--- src/rtl/weapon_pkg.sv ---
// Shared types and helpers for the archer weapon subsystem: aim sectors, slot states and the
// per-sector motion step.
package weapon_pkg;

    localparam logic [1:0] ARCHER = 2'b10;

    // 0 = East, counter-clockwise in 45 degree steps (2 = North, screen y decreasing).
    typedef enum logic [2:0] {
        SecE  = 3'd0,
        SecNe = 3'd1,
        SecN  = 3'd2,
        SecNw = 3'd3,
        SecW  = 3'd4,
        SecSw = 3'd5,
        SecS  = 3'd6,
        SecSe = 3'd7
    } sector_t;

    typedef logic slot_state_t;
    localparam slot_state_t SlotIdle   = 1'b0;
    localparam slot_state_t SlotFlying = 1'b1;

    typedef struct packed {
        logic signed [13:0] dx;
        logic signed [13:0] dy;
    } step_t;

    // Screen-space step; diagonals use roughly speed/sqrt(2) per axis.
    function automatic step_t step_of(sector_t sec, int speed);
        step_t st;
        int    diag;
        diag = (speed * 3) >>> 2;
        case (sec)
            SecE:    begin st.dx = 14'(speed);  st.dy = 14'(0);      end
            SecNe:   begin st.dx = 14'(diag);   st.dy = 14'(-diag);  end
            SecN:    begin st.dx = 14'(0);      st.dy = 14'(-speed); end
            SecNw:   begin st.dx = 14'(-diag);  st.dy = 14'(-diag);  end
            SecW:    begin st.dx = 14'(-speed); st.dy = 14'(0);      end
            SecSw:   begin st.dx = 14'(-diag);  st.dy = 14'(diag);   end
            SecS:    begin st.dx = 14'(0);      st.dy = 14'(speed);  end
            default: begin st.dx = 14'(diag);   st.dy = 14'(diag);   end
        endcase
        return st;
    endfunction

endpackage

--- src/rtl/projectile_aim_sector.sv ---
// Combinational 8-way aim quantiser: picks the 45 degree sector from muzzle toward the target.
module projectile_aim_sector
    import weapon_pkg::*;
(
    input  logic [11:0] origin_x_i,
    input  logic [11:0] origin_y_i,
    input  logic [11:0] target_x_i,
    input  logic [11:0] target_y_i,
    output sector_t     sector_o
);

    logic signed [12:0] dx, dy;
    logic        [12:0] ax, ay;

    assign dx = $signed({1'b0, target_x_i}) - $signed({1'b0, origin_x_i});
    assign dy = $signed({1'b0, origin_y_i}) - $signed({1'b0, target_y_i});
    assign ax = dx[12] ? 13'(-dx) : 13'(dx);
    assign ay = dy[12] ? 13'(-dy) : 13'(dy);

    // Axis wins when it dominates the other by 2:1; dx = dy = 0 falls into East.
    always_comb begin
        sector_o = SecE;
        if ({1'b0, ax} >= {ay, 1'b0}) begin
            sector_o = dx[12] ? SecW : SecE;
        end else if ({1'b0, ay} >= {ax, 1'b0}) begin
            sector_o = dy[12] ? SecS : SecN;
        end else if (!dx[12]) begin
            sector_o = dy[12] ? SecSe : SecNe;
        end else begin
            sector_o = dy[12] ? SecSw : SecNw;
        end
    end

endmodule

--- src/rtl/projectile_pool.sv ---
// Archer projectile pool: slot allocation on click, per-frame motion, edge despawn and boss hits.
module projectile_pool
    import weapon_pkg::*;
#(
    parameter int unsigned PROJ_COUNT      = 4,
    parameter int unsigned SPEED           = 8,
    parameter int unsigned COOLDOWN_FRAMES = 15,
    parameter int unsigned X_MAX           = 1023,
    parameter int unsigned Y_MAX           = 767,
    parameter int unsigned BOSS_W          = 128,
    parameter int unsigned BOSS_H          = 128
) (
    input  logic                      clk_i,
    input  logic                      rst_ni,
    input  logic                      frame_tick_i,
    input  logic [1:0]                game_active_i,
    input  logic [1:0]                char_class_i,
    input  logic                      mouse_clicked_i,
    input  logic [11:0]               origin_x_i,
    input  logic [11:0]               origin_y_i,
    input  logic [11:0]               xpos_mouse_ctl_i,
    input  logic [11:0]               ypos_mouse_ctl_i,
    input  logic [11:0]               boss_x_i,
    input  logic [11:0]               boss_y_i,
    input  logic                      boss_alive_i,
    output logic [12*PROJ_COUNT-1:0]  pos_x_proj_o,
    output logic [12*PROJ_COUNT-1:0]  pos_y_proj_o,
    output logic [PROJ_COUNT-1:0]     projectile_animated_o,
    output logic [3*PROJ_COUNT-1:0]   proj_sector_o,
    output logic                      projectile_hit_o,
    output logic [7:0]                hit_count_o
);

    localparam logic signed [13:0] XMax  = 14'(X_MAX);
    localparam logic signed [13:0] YMax  = 14'(Y_MAX);
    localparam logic signed [13:0] BossW = 14'(BOSS_W);
    localparam logic signed [13:0] BossH = 14'(BOSS_H);

    logic                  mouse_q;
    logic [15:0]           cooldown_q, cooldown_d;
    logic                  hit_q, hit_d;
    logic [7:0]            hit_count_q, hit_count_d;
    logic [8:0]            hit_sum;
    logic [PROJ_COUNT-1:0] flying, hits, alloc_oh;
    logic                  active, fire, free_found;
    logic signed [13:0]    box_x0, box_x1, box_y0, box_y1;
    sector_t               aim_sector;

    projectile_aim_sector u_aim (
        .origin_x_i (origin_x_i),
        .origin_y_i (origin_y_i),
        .target_x_i (xpos_mouse_ctl_i),
        .target_y_i (ypos_mouse_ctl_i),
        .sector_o   (aim_sector)
    );

    assign active = game_active_i != 2'b00;
    assign fire   = mouse_clicked_i & ~mouse_q & active & (char_class_i == ARCHER)
                  & (cooldown_q == '0) & ~(&flying);

    assign box_x0 = $signed({2'b00, boss_x_i});
    assign box_y0 = $signed({2'b00, boss_y_i});
    assign box_x1 = box_x0 + BossW;
    assign box_y1 = box_y0 + BossH;

    // Lowest-index idle slot; idleness is judged before this cycle's tick.
    always_comb begin
        alloc_oh   = '0;
        free_found = 1'b0;
        for (int i = 0; i < int'(PROJ_COUNT); i++) begin
            if (fire && !free_found && !flying[i]) begin
                alloc_oh[i] = 1'b1;
                free_found  = 1'b1;
            end
        end
    end

    for (genvar g = 0; g < PROJ_COUNT; g++) begin : g_slot
        slot_state_t        state_q, state_d;
        logic [11:0]        pos_x_q, pos_x_d, pos_y_q, pos_y_d;
        sector_t            sector_q, sector_d;
        step_t              stp;
        logic signed [13:0] nx, ny;
        logic               off_screen, in_box;

        assign stp        = step_of(sector_q, int'(SPEED));
        assign nx         = $signed({2'b00, pos_x_q}) + $signed(stp.dx);
        assign ny         = $signed({2'b00, pos_y_q}) + $signed(stp.dy);
        assign off_screen = nx[13] || ny[13] || (nx > XMax) || (ny > YMax);
        assign in_box     = boss_alive_i && (nx >= box_x0) && (nx < box_x1)
                          && (ny >= box_y0) && (ny < box_y1);
        assign flying[g]  = state_q == SlotFlying;
        assign hits[g]    = frame_tick_i && flying[g] && !off_screen && in_box;

        always_comb begin
            state_d  = state_q;
            pos_x_d  = pos_x_q;
            pos_y_d  = pos_y_q;
            sector_d = sector_q;
            if (!active) begin
                state_d  = SlotIdle;
                pos_x_d  = '0;
                pos_y_d  = '0;
                sector_d = SecE;
            end else begin
                if (frame_tick_i && flying[g]) begin
                    if (off_screen || hits[g]) begin
                        state_d = SlotIdle;
                    end else begin
                        pos_x_d = nx[11:0];
                        pos_y_d = ny[11:0];
                    end
                end
                if (alloc_oh[g]) begin
                    state_d  = SlotFlying;
                    pos_x_d  = origin_x_i;
                    pos_y_d  = origin_y_i;
                    sector_d = aim_sector;
                end
            end
        end

        always_ff @(posedge clk_i or negedge rst_ni) begin
            if (!rst_ni) begin
                state_q  <= SlotIdle;
                pos_x_q  <= '0;
                pos_y_q  <= '0;
                sector_q <= SecE;
            end else begin
                state_q  <= state_d;
                pos_x_q  <= pos_x_d;
                pos_y_q  <= pos_y_d;
                sector_q <= sector_d;
            end
        end

        assign pos_x_proj_o[12*g +: 12] = pos_x_q;
        assign pos_y_proj_o[12*g +: 12] = pos_y_q;
        assign proj_sector_o[3*g +: 3]  = sector_q;
    end

    always_comb begin
        cooldown_d  = cooldown_q;
        hit_d       = 1'b0;
        hit_count_d = hit_count_q;
        hit_sum     = '0;
        if (!active) begin
            cooldown_d  = '0;
            hit_count_d = '0;
        end else begin
            if (frame_tick_i) begin
                if (cooldown_q != '0) cooldown_d = cooldown_q - 16'd1;
                hit_d       = |hits;
                hit_sum     = {1'b0, hit_count_q} + 9'($countones(hits));
                hit_count_d = hit_sum[8] ? 8'hFF : hit_sum[7:0];
            end
            if (fire) cooldown_d = 16'(COOLDOWN_FRAMES);
        end
    end

    always_ff @(posedge clk_i or negedge rst_ni) begin
        if (!rst_ni) begin
            mouse_q     <= 1'b0;
            cooldown_q  <= '0;
            hit_q       <= 1'b0;
            hit_count_q <= '0;
        end else begin
            mouse_q     <= mouse_clicked_i;
            cooldown_q  <= cooldown_d;
            hit_q       <= hit_d;
            hit_count_q <= hit_count_d;
        end
    end

    assign projectile_animated_o = flying;
    assign projectile_hit_o      = hit_q;
    assign hit_count_o           = hit_count_q;

endmodule

--- config.mk ---
export PLATFORM = sky130hd
export DESIGN_NAME = projectile_pool
export DESIGN_NICKNAME = d
export VERILOG_FILES = /design/src/rtl/weapon_pkg.sv /design/src/rtl/projectile_aim_sector.sv /design/src/rtl/projectile_pool.sv
export SDC_FILE = /design/constraint.sdc
export NUM_CORES = 1
export LEC_CHECK = 0
export BUFFER_PORTS_ARGS = -buffer_cell sky130_fd_sc_hd__buf_2
export CAP_MARGIN = 20
export CELL_PAD_IN_SITES_DETAIL_PLACEMENT = 0
export CELL_PAD_IN_SITES_GLOBAL_PLACEMENT = 2
export CORE_MARGIN = 1
export CORE_UTILIZATION = 35
export CTS_BUF_LIST = sky130_fd_sc_hd__clkbuf_4
export DETAILED_ROUTE_END_ITERATION = 12
export PLACE_DENSITY = 0.87
export SYNTH_ARGS = -nofsm -noshare
export SYNTH_HDL_FRONTEND = slang
export SYNTH_SLANG_ARGS = --single-unit
--- constraint.sdc ---
create_clock -name clk_i -period 19.7 [get_ports clk_i]
set_input_delay 0.985 -clock clk_i [delete_from_list [all_inputs] [get_ports clk_i]]
set_output_delay 0.985 -clock clk_i [all_outputs]
set_load 0.05 [all_outputs]
==> results by group, run 1 <==
Outcome
  – Status: finished clean

Setup path
  – Worst Setup End Kind: flop
  – R2R Path End: hit_count_o[4]
  – Worst EP arrival: a little under 8 ns
  – Startpoint Class: flop
  – Crit-path leading delay family: simple AND/OR/NAND/NOR gates
  – Top cell by count, worst path: fa_1
  – Largest stage delay, worst path: 0.58 ns
  – Setup CP Type: flop to flop
  – CP max stage cell: or4_1
  – Worst Path Buf+Inv: 1
  – Reg-to-reg startpoint: g_slot[2].sector_q[0]
  – Worst Path Required: 20.27 ns
  – Crit Path Max Fanout: 15
  – Flop-to-flop setup slack: 12.54 ns
  – Crit-path cells: nor2b_1, a21bo_1, ha_1, a21o_1, or4_4, or2_0, a21oi_1, xnor2_1, ha_1, o21a_1, o21ai_0, nor3_1, o2bb2ai_1, nor4_1, o311ai_0, or4_1, fa_1, inv_1, fa_1, fa_1, and2_1, and3_1, o21ai_0, a31oi_1
  – FF-to-FF path depth: 24

Clocking
  – Max clock buf depth: 2
  – Clk Latency, worst-skew pair: 0.69 ns
  – Setup Fix Bufs, Post-CTS: 0
  – CTS buffer count: 17
  – Clock sinks: 138
  – PostCTS Resize Cnt: 0
  – CTS H-tree depth: 4
  – Clock Tree Root: clkbuf_4
  – Hold Buf Count CTS: 0
  – CTS tree: built
  – CTS clock-pin slew for the worst setup and hold paths: 0.16 ns

Synth
  – Post-Syn Instances: between 2k and 2.5k
  – Post-synth ARST share: 100%
  – Netlist cell types: 86
  – Seq cells post-synth: 138
  – Post-synth top flop: dfrtp_1
  – Yosys warns: 0
  – Post-Syn Area per Cell: 8.35 sq um
  – Synth Cell Area: about 0.017 sq mm
  – Sequential area share after synthesis: 20.3%
  – Post-synth EDFFs: 0
  – Mapped Nets: 2426

Power and ir drop
  – Max VDD drop: 0.0000410 V
  – Leak: 0.0101 uW
  – Total power: between 900 and 1000 uW
  – Pwr Density: between 50 and 60 mW/mm^2

STA
  – RSZ-0062 raised after global routing: false
  – Setup tns final: 0 ns
  – Crit share post-route: a little over a third
  – Setup WS post-layout: roughly 13 ns
  – Peak Freq: 0.140 GHz
  – Worst Skew: 0.0462 ns
  – Final slew viol count: 0
  – Final setup fails: 0
  – Hold Slack: 0.402 ns
  – Worst slew pin tran: between 1 and 1.5 ns
  – Slew headroom: 24.9%
  – Crit path time final: 7.16 ns
  – Final Hold Viols: 0

Placement
  – IO Port Bufs: 201
  – Detail Placement HPWL: ~50000 um
  – Worst slack, placed: 12.57 ns
  – GPL Wtd Cong: ~0.93

Drt
  – DR vias/cell: about 5.7
  – Detail Route Antenna Nets: 0
  – Router iterations before antenna repair: 5
  – DR iter-0 viols: 1025
  – Average wire per standard cell: 21.7 um
  – Via count: 16.3k
  – DRT Wirelength: ~62000 um
  – Drt drc: 0

Floorplanning
  – Die area: 0.0495 sq mm
  – Die Y-Extent: 223 um
  – Initial Util: a little over a third
  – Top Ports: slightly above 200
  – Site Rows: 80
  – CORE AREA: 0.0478 sq mm
  – Die width: roughly 220 um

Global routing
  – Gr usage total: 25.0%
  – First-pass GRT wire length: 94200 um
  – Initial antenna violation count: 4
  – Largest net degree at the start of global routing: 90
  – Gr ovfl total: 0
  – Vias in the first global route: 16.0k

Job
  – Max cap viols: 0

Final layout
  – Share of cells above drive strength 1: 12.4%
  – Area growth, synth to finish: 11.6%
  – Nets: 2610

Hold path
  – Hold Crit Class: primary input to async pin
[per-stage QoR]
step                cells  utilization, %  area [sq um]
finish               2850            39.7         19000
global route         2850            39.7         19000
CTS                  2848            39.7         19000
detailed placement   2817            39.1         18700
global placement     2816            39.1         18700
floorplan            2038               -         17000
[sequential cells by signal (all words and copies together), names as in the netlist]
name / cells
mouse_q: 1
cooldown_q: 16
g_slot.state_q: 4
hit_count_o: 8
g_slot.pos_y_q: 48
g_slot.pos_x_q: 48
g_slot.sector_q: 12
projectile_hit_o: 1
[area by class of cell]
class / instances / area [sq um]
Clock buffer: 17 / 128
Sequential cell: 138 / 3450
Inverter: 155 / 582
Fill cell: 4904 / 28800
Timing Repair Buffer: 217 / 1130
Tap cell: 615 / 769
Antenna cell: 1 / 2.50
Clock inverter: 14 / 160
Multi-Input combinational cell: 1693 / 12800
[cell families after synthesis]
kind of cell / count (synthesis) / synth area share, %
compound gates: 616 / 23.8
fa+ha+maj: 307 / 23.1
xor+xnor: 124 / 6.38
simple gates: 567 / 16.7
buf+inv: 207 / 4.84
flops: 138 / 20.3
mux: 79 / 4.78
[worst register-to-register path: stages, from the launching register on]
cell and delay, ns:
dfrtp_1 0.49, nor2b_1 0.24, a21bo_1 0.49, ha_1 0.41, a21o_1 0.24, or4_4 0.49
or2_0 0.24, a21oi_1 0.16, xnor2_1 0.22, ha_1 0.31, o21a_1 0.10, o21ai_0 0.24
nor3_1 0.11, o2bb2ai_1 0.13, nor4_1 0.26, o311ai_0 0.22, or4_1 0.58, fa_1 0.51
inv_1 0.06, fa_1 0.51, fa_1 0.44, and2_1 0.18, and3_1 0.19, o21ai_0 0.14
a31oi_1 0.07
[cells in the mapped netlist, types with 17 or more instances]
master      n  area (sq um)
nor2b_1    24           150
inv_1     155           582
and2_1     18           113
nor3_1     48           240
and3_1     19           119
nand2_1   145           544
nand3_1    74           370
a211oi_1   30           225
nor4_1     19           119
o31ai_1    21           158
clkbuf_1   39           146
nand2b_1   27           169
o21ai_0   129           646
a21oi_1   137           686
xnor2_1    81           709
mux2_1     18           203
xor2_1     43           377
ha_1      294          3680
nor2_1    111           417
o21a_1     30           225
o22ai_1    26           163
o21ai_1    23           115
a31oi_1    18           113
a21o_1     50           375
nand4_1    17           106
dfrtp_1   138          3450
o21bai_1   20           150
mux2i_1    60           601
[where the power goes]
part           internal (uW)  total [uW]  switching [uW]
registers                303         324            21.1
logic                    164         444             280
clock network           77.7         216             138
[cells in the final DEF, fill, tap and decap left out, types with 43 or more instances in the layout]
cell type  count
a21o_1        50
a21oi_1      137
buf_2        201
dfrtp_1      138
ha_1         294
inv_1        155
mux2i_1       60
nand2_1      145
nand3_1       74
nor2_1       111
nor3_1        46
o21ai_0      129
xnor2_1       81
xor2_1        43
[routing by layer]
metal  track usage (%)  routed length, um  vias up
li1                  -                  -     7941
met1              32.1              27600     7917
met2              41.8              29000      416
met3              5.05               3740       73
met4              8.08               1520        0
met5                 0                  0        -
[worst max-delay path by stage]
stage | end | from | slack (ns) | cells past startpoint
floorplan | hit_count_o[4] | g_slot[2].sector_q[0] | 12.91 | 25
CTS | hit_count_o[4] | g_slot[2].sector_q[0] | 12.57 | 22
global route | hit_count_o[4] | g_slot[2].sector_q[0] | 11.99 | 22
finish | hit_count_o[4] | g_slot[2].sector_q[0] | 12.54 | 24
detailed placement | hit_count_o[4] | g_slot[2].sector_q[0] | 12.57 | 22
global placement | hit_count_o[4] | g_slot[2].sector_q[0] | 12.65 | 22
Note: power is estimated with default switching activity, not from simulation.
==> run 2: changes to the inputs <==
CORE_UTILIZATION = 34   (was 35)
PLACE_DENSITY = 0.89   (was 0.87)
clock period = 6.3 ns   (was 19.7 ns; I/O delays follow)
==> run 2 against run 1 <==
Maximum frequency grew 16%. Via count grew 3.8%. Sequential share of layout area shrank 1.1 points. Global-route usage shrank 0.24 points. Combinational power grew to 3.3 times the previous value. Setup slack lost 12 ns. Worst hold slack lost 0.31 ns. Die area grew 2.9%. Clock-buffer cell count is the same. Design area grew 6.8%. Non-clock buffer count grew 120. Clock power grew to 2.9 times the previous value.
==> results by group, run 2 (synthesis gave the netlist of run 1 again) <==
Job
  – Max cap viols: 0 (unchanged)

Final layout
  – Most frequent cells in the layout: ha_1 (283), buf_2 (200), inv_1 (153) (was ha_1 (294), buf_2 (201), inv_1 (155))
  – Post-route cell area: 0.0203 sq mm (was 0.0190 sq mm)
  – Largest regs: g_slot.pos_x_q: 48 flops, g_slot.pos_y_q: 48 flops, cooldown_q: 16 flops (unchanged)
  – Fill cell count: 5011 (was 4904)
  – Area of the multi-input gates: 0.0131 sq mm (was 0.0128 sq mm)
  – FF+latch area: 0.00346 sq mm (was 0.00345 sq mm)
  – Nets: 2730 (was 2610)
  – Commonest non-fill, non-tap cell in the layout: ha_1 (unchanged)
  – Share of cells above drive strength 1: 18.7% (was 12.4%)
  – Area growth, synth to finish: 19.2% (was 11.6%)

STA
  – Crit path time final: 6.19 ns (was 7.16 ns)
  – Final slew viol count: 0 (unchanged)
  – Worst Skew: 0.0426 ns (was 0.0462 ns)
  – Hold Slack: 0.0904 ns (was 0.402 ns)
  – Final setup fails: 0 (unchanged)
  – RSZ-0062 raised after global routing: true (was false)
  – Setup tns final: 0 ns (unchanged)
  – Crit share post-route: 98.3% (was 36.3%)
  – Slew headroom: 28.2% (was 24.9%)
  – Final Hold Viols: 0 (unchanged)
  – Peak Freq: 0.161 GHz (was 0.140 GHz)
  – Worst slew pin tran: 1.07 ns (was 1.12 ns)
  – Setup WS post-layout: 0.108 ns (was 12.54 ns)

Outcome
  – Status: finished clean (unchanged)

Setup path
  – Crit-path leading delay family: simple AND/OR/NAND/NOR gates (unchanged)
  – Worst EP arrival: 6.77 ns (was 7.73 ns)
  – Worst path depth: 23 (was 24)
  – Worst Setup End Kind: flop (unchanged)
  – Worst Path Buf+Inv: 3 (was 1)
  – Largest stage delay, worst path: 0.60 ns (was 0.58 ns)
  – Worst Setup EP: hit_count_o[4] (unchanged)
  – FF-to-FF path depth: 23 (was 24)
  – Flop-to-flop setup slack: 0.11 ns (was 12.54 ns)
  – Setup CP Type: flop to flop (unchanged)
  – Reg-to-reg startpoint: g_slot[2].sector_q[1] (was g_slot[2].sector_q[0])
  – Startpoint Class: flop (unchanged)
  – CP max stage cell: or4_1 (unchanged)
  – Worst Path Required: 6.87 ns (was 20.27 ns)
  – Worst setup path startpoint: g_slot[2].sector_q[1] (was g_slot[2].sector_q[0])
  – Crit Path Max Fanout: 6 (was 15)
  – Crit-path cells: buf_4, a21bo_4, buf_4, ha_4, a21o_1, or4_4, or2_0, a21oi_2, xnor2_1, ha_1, a2111oi_4, o2bb2ai_1, nor4_1, o311ai_1, or4_1, fa_1, inv_1, fa_2, fa_2, and2_1, and3_1, o21ai_1, a31oi_1 (was nor2b_1, a21bo_1, ha_1, a21o_1, or4_4, or2_0, a21oi_1, xnor2_1, ha_1, o21a_1, o21ai_0, nor3_1, o2bb2ai_1, nor4_1, o311ai_0, or4_1, fa_1, inv_1, fa_1, fa_1, and2_1, and3_1, o21ai_0, a31oi_1)
  – R2R Path End: hit_count_o[4] (unchanged)

Drt
  – Drt drc: 0 (unchanged)
  – Average wire per standard cell: 21.0 um (was 21.7 um)
  – Detail Route Antenna Nets: 0 (unchanged)
  – Router iterations before antenna repair: 5 (unchanged)
  – DRT Wirelength: 63400 um (was 61900 um)
  – DR vias/cell: 5.62 (was 5.74)
  – Via count: 17.0k (was 16.3k)
  – DR iter-0 viols: 1115 (was 1025)

Clocking
  – CTS buffer count: 17 (unchanged)
  – CTS clock-pin slew for the worst setup and hold paths: 0.15 ns (was 0.16 ns)
  – CTS tree: built (unchanged)
  – Max clock buf depth: 2 (unchanged)
  – Clk Latency, worst-skew pair: 0.69 ns (about the same)
  – Clock sinks: 138 (unchanged)
  – CTS H-tree depth: 4 (unchanged)
  – Clock Tree Root: clkbuf_4 (unchanged)

Global routing
  – Gr usage total: 24.8% (was 25.0%)
  – Largest net degree at the start of global routing: 94 (was 90)
  – Initial antenna violation count: 2 (was 4)
  – First-pass GRT wire length: 95400 um (was 94200 um)
  – Gr ovfl total: 0 (unchanged)
  – Vias in the first global route: 16.5k (was 16.0k)

Placement
  – IO Port Bufs: 201 (unchanged)
  – Placed inst area: 0.0196 sq mm (was 0.0187 sq mm)
  – Detail Placement HPWL: 51200 um (was 49900 um)
  – Worst slack, placed: -0.257 ns (was 12.57 ns)
  – GPL Wtd Cong: 0.937 (was 0.929)

Power and ir drop
  – Sequential fraction of design power: 32.8% (was 32.9%)
  – Switching part of the total: 44.7% (was 44.6%)
  – Power share of the combinational group: 47.0% (was 45.1%)
  – Clock power share: 20.3% (was 21.9%)
  – Int Power: 1710 uW (was 545 uW)
  – Pwr Density: 152 mW/mm^2 (was 51.8 mW/mm^2)
  – Max VDD drop: 0.000140 V (was 0.0000410 V)
  – P_sw: 1380 uW (was 439 uW)
  – Leak: 0.0107 uW (was 0.0101 uW)

Hold path
  – Hold Crit Class: primary input to flop (was primary input to async pin)
  – Hold path cells: 2

Floorplanning
  – Initial Util: 34.6% (was 35.6%)
  – Top Ports: 202 (unchanged)
  – Die Y-Extent: 226 um (was 223 um)
  – CORE AREA: 0.0492 sq mm (was 0.0478 sq mm)
  – Site Rows: 81 (was 80)
  – Die area: 0.0510 sq mm (was 0.0495 sq mm)
  – Die width: 226 um (was 223 um)
run 2: cell count changes in the layout (fill, tap and decap cells not counted), moves of 6 or more:
cell           delta
buf_4           +105
dlygate4sd3_1    +16
ha_1             -11
o21ai_0           -9
o21ai_1           +8
dfrtp_1           -6
dfrtp_2           +6
ha_2              +6
run 2: timing repair:
item	in CTS	in global routing
resized for setup	8	60
pin swaps	3	20
hold endpoints to repair	132	0
cloned	0	0
hold buffers	16	0
endpoints found under the setup margin	8	8
buffers inserted	0	3
run 2: power by group through the flow:
stage / Combinational [uW] / Clock (uW) / Sequential [uW]
2_1_floorplan: 886 / 0 / 1100
3_3_place_gp: 1390 / 0 / 1030
3_5_place_dp: 1420 / 0 / 1030
4_1_cts: 1440 / 647 / 1010
5_1_grt: 1620 / 679 / 1020
6_report: 1450 / 627 / 1010
run 2: per-layer routing:
metal / vias to the layer above / share of wire (%) / track usage, %
li1: 8201 / - / -
met1: 8276 / 45 / 31.8
met2: 425 / 48 / 42.3
met3: 70 / 5.6 / 4.16
met4: 0 / 2.2 / 7.18
met5: - / 0 / 0
run 2: layout make-up:
type | count | area share [%]
clock inverter | 15 | 0.696
antenna | 2 | 0.0247
clock buffer | 17 | 0.629
tap | 664 | 4.09
inverter | 155 | 2.87
sequential | 138 | 17.0
multi-input combinational | 1693 | 64.4
timing repair buffer | 337 | 10.3
run 2: worst min-delay path by stage:
stage | from | to | slack, ns
final | frame_tick_i | hit_count_o[0] | 0.09
after global routing | frame_tick_i | hit_count_o[1] | 0.07
after CTS | frame_tick_i | hit_count_o[0] | 0.04
after detailed placement | mouse_clicked_i | mouse_q | 0.46
after global placement | mouse_clicked_i | mouse_q | 0.46
after floorplan | rst_ni | cooldown_q[0] | 0.02
run 2: stage by stage:
stage	power [uW]	utilization, %	cells
after global routing	3320	41.3	3020
after detailed placement	2450	39.8	2968
after global placement	2420	39.8	2968
after CTS	3100	40.7	3016
after floorplan	1980	-	2038
final	3100	41.3	3021
==> run 3: changes to the inputs <==
BUFFER_PORTS_ARGS = -buffer_cell sky130_fd_sc_hd__buf_4   (was -buffer_cell sky130_fd_sc_hd__buf_2)
CTS_CLUSTER_DIAMETER = 30   (was unset)
==> run 3 against run 2 <==
Design area is 3.0% higher. Critical path depth is 1 higher. Power is 1.6% higher. Sequential power hardly changed. Die area stayed put. Maximum frequency is 2.7% higher. Clock skew is 0.0058 ns lower. Via count hardly changed. First-iteration DRC count is 10% lower. Wire length is 1.2% higher. Core utilization is 1.2 points higher. Highest routed layer unchanged.
==> results by group, run 3 (synthesis gave the netlist of run 1 again) <==
Outcome
  – Status: finished clean (unchanged)

Global routing
  – Vias in the first global route: 16.8k (was 16.5k)
  – Initial antenna violation count: 3 (was 2)
  – First-pass GRT wire length: 96900 um (was 95400 um)
  – Largest net degree at the start of global routing: 85 (was 94)
  – Gr usage total: 25.1% (was 24.8%)
  – Gr ovfl total: 0 (unchanged)

Drt
  – Detail Route Antenna Nets: 0 (unchanged)
  – M1 WL: 28400 um (was 28300 um)
  – Met3 wire len: 3550 um (was 3560 um)
  – DRT Wirelength: 64200 um (was 63400 um)
  – Average wire per standard cell: 21.2 um (was 21.0 um)
  – DR vias/cell: 5.59 (was 5.62)
  – Max Used Layer: met4 (unchanged)
  – DR iter-0 viols: 1000 (was 1115)
  – Met2 WL: 30800 um (was 30200 um)
  – Drt drc: 0 (unchanged)
  – Via count: 17.0k (about the same)
  – Router iterations before antenna repair: 9 (was 5)

STA
  – Slew headroom: 26.7% (was 28.2%)
  – Hold Slack: 0.140 ns (was 0.0904 ns)
  – Setup WS post-layout: 0.268 ns (was 0.108 ns)
  – Final slew viol count: 0 (unchanged)
  – Worst slew pin tran: 1.09 ns (was 1.07 ns)
  – Final Hold Viols: 0 (unchanged)
  – RSZ-0062 raised after global routing: false (was true)
  – Worst Skew: 0.0368 ns (was 0.0426 ns)
  – Crit share post-route: 95.7% (was 98.3%)
  – Final setup fails: 0 (unchanged)
  – Crit path time final: 6.03 ns (was 6.19 ns)
  – Peak Freq: 0.166 GHz (was 0.161 GHz)

Hold path
  – Hold Crit Class: primary input to flop (unchanged)
  – Hold wc startpoint: origin_y_i[0] (was frame_tick_i)

Placement
  – Worst slack, placed: -0.179 ns (was -0.257 ns)
  – Detail Placement HPWL: 52200 um (was 51200 um)
  – IO Port Bufs: 201 (unchanged)
  – GPL Wtd Cong: 0.938 (was 0.937)

Setup path
  – Setup CP Type: flop to flop (unchanged)
  – Worst setup path startpoint: g_slot[2].sector_q[1] (unchanged)
  – Worst EP arrival: 6.61 ns (was 6.77 ns)
  – Worst Path Required: 6.88 ns (was 6.87 ns)
  – Reg-to-reg startpoint: g_slot[2].sector_q[1] (unchanged)
  – Worst Setup End Kind: flop (unchanged)
  – Startpoint Class: flop (unchanged)
  – Crit Path Max Fanout: 6 (unchanged)

Floorplanning
  – Site Rows: 81 (unchanged)
  – Die Y-Extent: 226 um (unchanged)
  – Die width: 226 um (unchanged)
  – Die area: 0.0510 sq mm (unchanged)
  – Initial Util: 34.6% (unchanged)
  – Top Ports: 202 (unchanged)
  – CORE AREA: 0.0492 sq mm (unchanged)

Clocking
  – CTS tree: built (unchanged)
  – Clk Latency, worst-skew pair: 0.70 ns (was 0.69 ns)
  – Clock Tree Root: clkbuf_4 (unchanged)
  – CTS clock-pin slew for the worst setup and hold paths: 0.17 ns (was 0.15 ns)
  – CTS H-tree depth: 4 (unchanged)
  – CTS buffer count: 17 (unchanged)
  – Clock sinks: 138 (unchanged)
  – Max clock buf depth: 2 (unchanged)

Final layout
  – Nets: 2743 (was 2730)
  – Share of cells above drive strength 1: 19.2% (was 18.7%)
  – Area growth, synth to finish: 22.8% (was 19.2%)
  – Finished Core Util: 42.5% (was 41.3%)
  – Commonest non-fill, non-tap cell in the layout: buf_4 (was ha_1)
  – Most frequent cells in the layout: buf_4 (331), ha_1 (287), inv_1 (153) (was ha_1 (283), buf_2 (200), inv_1 (153))
  – Largest regs: g_slot.pos_x_q: 48 flops, g_slot.pos_y_q: 48 flops, cooldown_q: 16 flops (unchanged)

Power and ir drop
  – Leak: 0.0109 uW (was 0.0107 uW)
  – Pwr Density: 150 mW/mm^2 (was 152 mW/mm^2)
  – Max VDD drop: 0.000114 V (was 0.000140 V)

Job
  – Max cap viols: 0 (unchanged)
run 3: cell count changes in the layout (fill, tap and decap cells not counted), sizes merged:
cell	change
buf	+12
clkinv	+3
clkinvlp	-3
diode	-1
dlygate4sd3	+1
run 3: power breakdown:
| group | total (uW) | switching, uW | internal, uW |
|---|---|---|---|
| combinational | 1490 | 900 | 594 |
| sequential | 1020 | 68.9 | 948 |
| clock | 633 | 432 | 201 |
| total | 3140 | 1400 | 1740 |
run 3: area by class of cell:
type                       instances  area, sq um
clock inverter                    15          141
antenna                            1         2.50
clock buffer                      17          128
sequential                       138         3460
timing repair buffer             350         2690
fill                            4962        28200
inverter                         155          584
multi-input combinational       1693        13100
tap                              664          831
run 3: path summary, 6_finish.rpt:
check,end,slack (ns),depth (start not counted)
max in group asynchronous,g_slot[1].sector_q[1],4.78,3
setup reg to reg,hit_count_o[4],0.27,24
setup / recovery,hit_count_o[4],0.27,24
min in group asynchronous,g_slot[0].pos_y_q[11],0.20,2
hold reg to reg,cooldown_q[6],0.54,2
hold / removal,g_slot[1].pos_y_q[0],0.14,3
run 3: metal layers:
| layer | vias up | GRT usage, % |
|---|---|---|
| met4 | 0 | 7.68 |
| met2 | 445 | 43.0 |
| met1 | 8237 | 32.0 |
| met3 | 67 | 4.15 |
| met5 | - | 0 |
| li1 | 8213 | - |
run 3: critical path, cell delays in order (launching register included):
cell and delay [ns]:
dfrtp_2 0.43, buf_4 0.16, a21bo_4 0.26, ha_4 0.24, a21o_1 0.19, or4_4 0.48, or2_0 0.24, a21oi_1 0.17
xnor2_1 0.19, ha_1 0.30, o21a_1 0.13, o21ai_2 0.13, nor3_1 0.08, o211a_1 0.14, nor4_2 0.25, o311ai_1 0.16
or4_1 0.54, fa_1 0.51, inv_1 0.05, fa_2 0.39, fa_2 0.39, and2_4 0.15, and3_1 0.18, o21ai_1 0.12
a31oi_1 0.05
run 3: through the flow:
stage               TNS, ns  instances  instance area (sq um)  power (uW)
floorplan                 0       2038                  17100        1980
global placement     -0.289       2977                  20200        2450
detailed placement   -0.533       2977                  20200        2490
CTS                       0       3027                  20600        3150
global route              0       3033                  20900        3360
finish                    0       3033                  20900        3140
run 3: what timing repair did:
item                                    in CTS  in global routing
endpoints found under the setup margin       8                  8
buffers inserted                             1                  5
resized for setup                           13                 57
hold buffers                                17                  0
cloned                                       0                  0
hold endpoints to repair                   129                  0
pin swaps                                    6                 11
